### src/rtl/ps2_host_tx.sv
// PS/2 host-to-device transmitter: inhibits the bus, issues a request-to-send,
// then clocks out start/data/parity/stop on device clock edges and checks the ack.
`timescale 1ns/1ps
module ps2_host_tx #(
  parameter int INHIBIT_CYCLES = 5000,
  parameter int TIMEOUT_CYCLES = 100000
) (
  input  logic       clk,
  input  logic       rst,
  input  logic       tx_valid,
  input  logic [7:0] tx_data,
  output logic       tx_ready,
  input  logic       clk_ps2,
  input  logic       data_ps2,
  output logic       clk_ps2_oe,
  output logic       data_ps2_oe,
  output logic       tx_done,
  output logic       tx_err
);

  localparam int IW = $clog2(INHIBIT_CYCLES + 1);
  localparam int TW = $clog2(TIMEOUT_CYCLES + 1);
  localparam logic [IW-1:0] INH_LAST = IW'(INHIBIT_CYCLES - 1);
  localparam logic [TW-1:0] TO_LAST  = TW'(TIMEOUT_CYCLES - 1);

  typedef enum logic [2:0] {
    IDLE,
    INHIBIT,
    REQUEST,
    SEND,
    ACK,
    WAIT_IDLE
  } state_t;

  state_t        state, state_n;
  logic [1:0]    clk_sync, data_sync;
  logic          clk_prev;
  logic          clk_s, data_s, fall;
  logic [7:0]    shift_q, shift_n;
  logic          parity_q, parity_n;
  logic [3:0]    bit_cnt, bit_cnt_n;
  logic [IW-1:0] inh_cnt, inh_cnt_n, inh_inc;
  logic [TW-1:0] to_cnt, to_cnt_n;
  logic          to_hit;
  logic          clk_oe_n, data_oe_n, done_n, err_n;

  assign clk_s    = clk_sync[1];
  assign data_s   = data_sync[1];
  assign fall     = clk_prev & ~clk_s;
  assign to_hit   = (to_cnt == TO_LAST);
  assign inh_inc  = inh_cnt + 1'b1;
  assign tx_ready = (state == IDLE);

  always_ff @(posedge clk or posedge rst) begin
    if (rst) begin
      clk_sync  <= '1;
      data_sync <= '1;
      clk_prev  <= 1'b1;
    end else begin
      clk_sync  <= {clk_sync[0], clk_ps2};
      data_sync <= {data_sync[0], data_ps2};
      clk_prev  <= clk_s;
    end
  end

  always_ff @(posedge clk or posedge rst) begin
    if (rst) begin
      state       <= IDLE;
      shift_q     <= '0;
      parity_q    <= 1'b0;
      bit_cnt     <= '0;
      inh_cnt     <= '0;
      to_cnt      <= '0;
      clk_ps2_oe  <= 1'b0;
      data_ps2_oe <= 1'b0;
      tx_done     <= 1'b0;
      tx_err      <= 1'b0;
    end else begin
      state       <= state_n;
      shift_q     <= shift_n;
      parity_q    <= parity_n;
      bit_cnt     <= bit_cnt_n;
      inh_cnt     <= inh_cnt_n;
      to_cnt      <= to_cnt_n;
      clk_ps2_oe  <= clk_oe_n;
      data_ps2_oe <= data_oe_n;
      tx_done     <= done_n;
      tx_err      <= err_n;
    end
  end

  // Line drives are computed one cycle ahead so the oe outputs come straight from flops.
  always_comb begin
    state_n   = state;
    shift_n   = shift_q;
    parity_n  = parity_q;
    bit_cnt_n = bit_cnt;
    inh_cnt_n = inh_cnt;
    to_cnt_n  = to_cnt;
    clk_oe_n  = clk_ps2_oe;
    data_oe_n = data_ps2_oe;
    done_n    = 1'b0;
    err_n     = 1'b0;

    case (state)
      IDLE: begin
        clk_oe_n  = 1'b0;
        data_oe_n = 1'b0;
        if (tx_valid) begin
          shift_n   = tx_data;
          parity_n  = ~^tx_data;
          bit_cnt_n = '0;
          inh_cnt_n = '0;
          to_cnt_n  = '0;
          clk_oe_n  = 1'b1;
          data_oe_n = (INH_LAST == '0);
          state_n   = INHIBIT;
        end
      end

      INHIBIT: begin
        if (inh_cnt == INH_LAST) begin
          clk_oe_n  = 1'b0;
          data_oe_n = 1'b1;
          to_cnt_n  = '0;
          state_n   = REQUEST;
        end else begin
          inh_cnt_n = inh_inc;
          clk_oe_n  = 1'b1;
          data_oe_n = (inh_inc == INH_LAST);
        end
      end

      REQUEST: begin
        to_cnt_n = to_cnt + 1'b1;
        if (fall) begin
          to_cnt_n  = '0;
          data_oe_n = ~shift_q[0];
          bit_cnt_n = 4'd1;
          state_n   = SEND;
        end else if (to_hit) begin
          clk_oe_n  = 1'b0;
          data_oe_n = 1'b0;
          err_n     = 1'b1;
          state_n   = IDLE;
        end
      end

      SEND: begin
        to_cnt_n = to_cnt + 1'b1;
        if (fall) begin
          to_cnt_n  = '0;
          bit_cnt_n = bit_cnt + 1'b1;
          if (bit_cnt < 4'd8) begin
            data_oe_n = ~shift_q[bit_cnt[2:0]];
          end else if (bit_cnt == 4'd8) begin
            data_oe_n = ~parity_q;
          end else begin
            data_oe_n = 1'b0;
            state_n   = ACK;
          end
        end else if (to_hit) begin
          clk_oe_n  = 1'b0;
          data_oe_n = 1'b0;
          err_n     = 1'b1;
          state_n   = IDLE;
        end
      end

      ACK: begin
        to_cnt_n  = to_cnt + 1'b1;
        data_oe_n = 1'b0;
        if (fall) begin
          to_cnt_n = '0;
          if (data_s) begin
            err_n   = 1'b1;
            state_n = IDLE;
          end else begin
            state_n = WAIT_IDLE;
          end
        end else if (to_hit) begin
          clk_oe_n = 1'b0;
          err_n    = 1'b1;
          state_n  = IDLE;
        end
      end

      WAIT_IDLE: begin
        to_cnt_n = to_cnt + 1'b1;
        if (clk_s && data_s) begin
          done_n  = 1'b1;
          state_n = IDLE;
        end else if (fall) begin
          to_cnt_n = '0;
        end else if (to_hit) begin
          clk_oe_n  = 1'b0;
          data_oe_n = 1'b0;
          err_n     = 1'b1;
          state_n   = IDLE;
        end
      end

      default: begin
        clk_oe_n  = 1'b0;
        data_oe_n = 1'b0;
        state_n   = IDLE;
      end
    endcase
  end

endmodule

### config.mk
export PLATFORM = sky130hd
export DESIGN_NAME = ps2_host_tx
export DESIGN_NICKNAME = d
export VERILOG_FILES = /design/src/rtl/ps2_host_tx.sv
export SDC_FILE = /design/constraint.sdc
export NUM_CORES = 1
export LEC_CHECK = 0
export BUFFER_PORTS_ARGS = -buffer_cell sky130_fd_sc_hd__buf_2
export CAP_MARGIN = 20
export CORE_MARGIN = 10
export CORE_UTILIZATION = 60
export DETAILED_ROUTE_END_ITERATION = 8
export GPL_ROUTABILITY_DRIVEN = 0
export PLACE_DENSITY = 0.9
export RECOVER_POWER = 25
export SLEW_MARGIN = 20
export SYNTH_ARGS = -nofsm -noshare
export SYNTH_HDL_FRONTEND = slang
export SYNTH_SLANG_ARGS = --single-unit
### constraint.sdc
create_clock -name clk -period 2.5 [get_ports clk]
set_input_delay 0.25 -clock clk [delete_from_list [all_inputs] [get_ports clk]]
set_output_delay 0.25 -clock clk [all_outputs]
set_load 0.01 [all_outputs]
Word-level counts from Yosys, hierarchy flattened --
Index checks and enable logic that the tools add are counted.
Word-level totals: bits in registers 55, input bits 13, output and inout port bits 5, word-level logic and storage cells 105
Cells by class: add/sub/neg operators 3, order comparisons 2, equal/unequal tests 19, multiplexer cells 49, bitwise operators 5, reduce and logical (&&, ||, !) cells 14
Operators by type and width (number):
- 17-bit two-way mux | 4
- 17-bit case mux with 4 select lines | 1
- 3-bit two-way mux | 11
- 13-bit == test, second input constant | 2
- 13-bit two-way mux | 2
- 13-bit case mux with 2 select lines | 1
- 1-bit two-way mux | 21
- 3-bit case mux with 6 select lines | 1
- 17-bit by 1-bit adder with 17-bit output, second input constant | 1
- 17-bit == test, second input constant | 1
- 2-bit inequality test, second input constant | 7
- 13-bit by 1-bit adder with 13-bit output, second input constant | 1
- 4-bit two-way mux | 3
- 4-bit case mux with 3 select lines | 1
- 3-bit inequality test, second input constant | 3
- 1-bit case mux with 4 select lines | 2
- 8-bit XNOR reduction | 1
- 3-bit by 2-bit == test with 1-bit output, second input constant | 2
- 3-bit == test, second input constant | 2
- 3-bit AND reduction | 2
- 5-bit AND reduction | 1
- 4-bit by 1-bit adder with 4-bit output, second input constant | 1
- 4-bit == test, second input constant | 1
- 3-bit by 4-bit less-than comparator with 1-bit output, second input constant | 1
- 15 further kinds | 19

Longest topological paths before layout --
depth in word-level cells 6, gate-level depth with buffers 8

Least setup slack after synthesis --
OpenSTA, ideal clock, no wires.
kind register to register, start point register inh_cnt[6], end point register to_cnt[12], setup time 0.124 ns, arrival 2.061 ns, setup slack 0.315 ns, stages on the path, launching flop included 6, clock period less this slack 2.185 ns, cell sequence dfrtp_1 or4b_1 nor4_4 a2111oi_0 a21o_1 a211o_1
Between the ends: word-level cells in the longest chain between the ends 3
RTL lines:
- start: declaration | line 42 | logic [IW-1:0] inh_cnt, inh_cnt_n, inh_inc;
- start signal: assignment | line 83 | inh_cnt <= inh_cnt_n;
- 13-bit == test | line 122 | if (inh_cnt == INH_LAST) begin
- 2-bit inequality test (no line)
- 3-bit AND reduction (no line)
- end signal: assignment | line 84 | to_cnt <= to_cnt_n;
- end: declaration | line 43 | logic [TW-1:0] to_cnt, to_cnt_n;
Every way passes these cells. A chain may end at the register's enable or synchronous reset.

Worst setup path in the final report --
start point register inh_cnt[6], end point register inh_cnt[3]
Between the ends: word-level cells in the longest chain between the ends 3
RTL lines (line):
- 13-bit == test | 122
- 2-bit inequality test (no line)
- 3-bit AND reduction (no line)
Every way passes these cells.

==> metrics.txt <==
status completed; Unique masters post-synth 63; VDD IR-drop max ~0.62 mV; PortBufs 17; DRC 0; Root Buffer clkbuf_8; Placed Instance Area 3430 µm²; initial antenna violation count 0; RSZ-0062 raised after global routing false; Ys Warns 0; Mapped Cells 345; TritonCTS clock tree built; Vias/cell 6.28; Iter 0 DRT Violations between 200 and 250; top cell type's share of synthesized area 38.8%; Core Rows 26; Num CTS Buffers 5; post-cts gate resize count 0; Cell Pwr Density 944 nW/µm²; Slew Viols, Final 0; Die H 93.3 µm; wire length per cell between 15 and 20 µm; slowest stage delay, CP around 0.60 ns; Final Net Count about 380; CTS sink cnt 55; Crit path required time around 2.7 ns; number of synthesized flops with an enable pin 0; final WL 7220 µm; Leak 0.00154 µW; H-tree levels 2; global route overflow 0; CTS clk-pin slew, worst paths about 0.090 ns; max-cap violations 0; fraction of registers with async set/reset 100%; DR pass1 iterations 7; largest net degree at the start of global routing 27; crit path DAT 2.51 ns; period utilization about 92%; cell area after layout between 3000 and 4000 µm²; critical path type register to register; setup_tns 0 ns; #FFs+latches synth 55; HPWL Detailed 5240 µm; Initial Utilization roughly 62%; io pins 18; Final Skew 0.0126 ns; die width between 90 and 100 µm; Area contributors post-synth dfrtp_1, nand2_1, dfstp_2; Tmin final ~2.3 ns; Slew @ Worst Pin 1.02 ns; fraction of layout cells with a size suffix above 1 16.3%; synth-to-layout area growth 9.15%; via count of the first global-routing pass 2694; worst-case clock buffer depth 2; Synth area leader dfrtp_1; first-pass GRT wire length 12600 µm; worst-path maximum fanout 11; Synth Flop Type dfrtp_1; # setup viols final 0; CP max-delay cell or4b_1; via count about 2700; full die area around 8700 µm²; Setup crit end kind register; Seq/Total Area, Yosys 42.9%; CP Launch Type register; relative slew slack 31.9%; ANT cells 0; synthesized area per cell 9.35 µm²; Syn Nets ~360; Layout fillers 383; Total GRT Usage between 10% and 20%; CP Cell Sequence or4b_1 > nor4_4 > buf_4 > nand2b_1 > o21ai_0 > a22o_1; mapped cell area 3230 µm²; min-delay worst type primary input to register; clk_lat worst skew roughly 0.32 ns; remaining antenna violation count 0; Max Freq around 430 MHz; Hold Vio Cnt, Final 0; core area roughly 5200 µm²
## power breakdown
group          switching [µW]  total (µW)  internal, µW  leakage [µW]
combinational             831        1460           632      0.000789
clock                     294         491           197     0.0000412
sequential                257        1370          1110      0.000713
## critical path, delay by kind of cell, from the launching register on
| family | cells | cell delay (ns) |
|---|---|---|
| buf+inv | 1 | 0.20 |
| compound gates | 2 | 0.41 |
| flops | 1 | 0.46 |
| simple gates | 3 | 1.12 |
## sequential cells by signal, indices dropped and copies added (netlist names)
name,cells
bit_cnt,4
tx_done,1
data_sync,2
tx_err,1
to_cnt,17
clk_ps2_oe,1
data_ps2_oe,1
inh_cnt,13
state,3
shift_q,8
clk_prev,1
clk_sync,2
parity_q,1
## synthesized netlist by cell type (all sizes together) (5+ instances only)
cell / number
nor3: 16
inv: 10
nor2: 17
nand2: 36
and2: 6
dfrtp: 50
a22o: 6
a21oi: 14
mux2: 9
nand3: 14
dfstp: 5
xnor2: 8
nand2b: 9
ha: 5
nand4: 8
a21o: 8
a31oi: 12
and3: 6
clkbuf: 11
o21ai: 22
buf: 6
## area by class of cell
type                    count  area (µm²)  share of cell area [%]
multi-input cells         263        1740                    49.3
repair buffers             31         193                    5.47
clock buffers               6        72.6                    2.06
clock inverters             2        12.5                   0.355
inverters                  10        37.5                    1.07
well taps                  70        87.6                    2.49
flip-flops and latches     55        1380                    39.3
## layout by cell type, fill, tap and decap left out, drive strengths merged, types with 4 or more instances in the layout
cell type  count
a21o           8
a21oi         14
a22o           6
a31oi         12
and2           6
and3           6
buf           30
clkbuf         6
dfrtp         50
dfstp          5
ha             5
inv           10
mux2           9
nand2         36
nand2b         9
nand3         14
nand4          8
nor2          17
nor3          16
nor3b          4
nor4b          4
o21a           4
o21ai         22
or3            4
xnor2          8
## per-stage QoR
| step | util, % | power, µW | hold slack (ns) | instances | setup WS [ns] |
|---|---|---|---|---|---|
| after floorplan | - | 2410 | 0.254 | 345 | 0.315 |
| after global placement | 66.2 | 2760 | 0.338 | 428 | 0.319 |
| after detailed placement | 66.2 | 2830 | 0.339 | 428 | 0.252 |
| after CTS | 68.1 | 3320 | 0.0287 | 437 | 0.233 |
| after global routing | 68.1 | 3580 | 0.0261 | 437 | 0.00561 |
| final | 68.1 | 3320 | 0.0327 | 437 | 0.196 |
## routing by layer
layer | up-vias | GRT usage, % | wire [µm]
li1 | 1315 | - | -
met2 | 88 | 27.6 | 3460
met5 | - | 0 | 0
met3 | 13 | 3.92 | 433
met1 | 1327 | 22.7 | 3220
met4 | 0 | 6.04 | 106
## repair_timing
action,in CTS,in global routing
endpoints found under the hold margin,10,0
hold buffers,1,0
buffers inserted,0,0
## logic make-up after synthesis
logic type,share of synthesized area [%]
adders and majority gates,1.94
xor gates and xnor gates,2.99
buffers and inverters,3.34
DFF,42.9
AOI/OAI and AO/OA,19.9
muxes,4.77
and+or+nand+nor,24.2
## worst paths after layout
path                             startpoint           end  slack, ns  depth (start not counted)
max in group asynchronous               rst  data_sync[0]       0.89                          4
worst max-delay path             inh_cnt[6]    inh_cnt[3]       0.20                          6
worst min register to register  clk_sync[0]   clk_sync[1]       0.36                          0
worst min-delay path                clk_ps2   clk_sync[0]       0.03                          1
min in group asynchronous               rst    to_cnt[13]       0.71                          3
worst max register to register   inh_cnt[6]    inh_cnt[3]       0.20                          6
(Power assumes the default switching activity.)
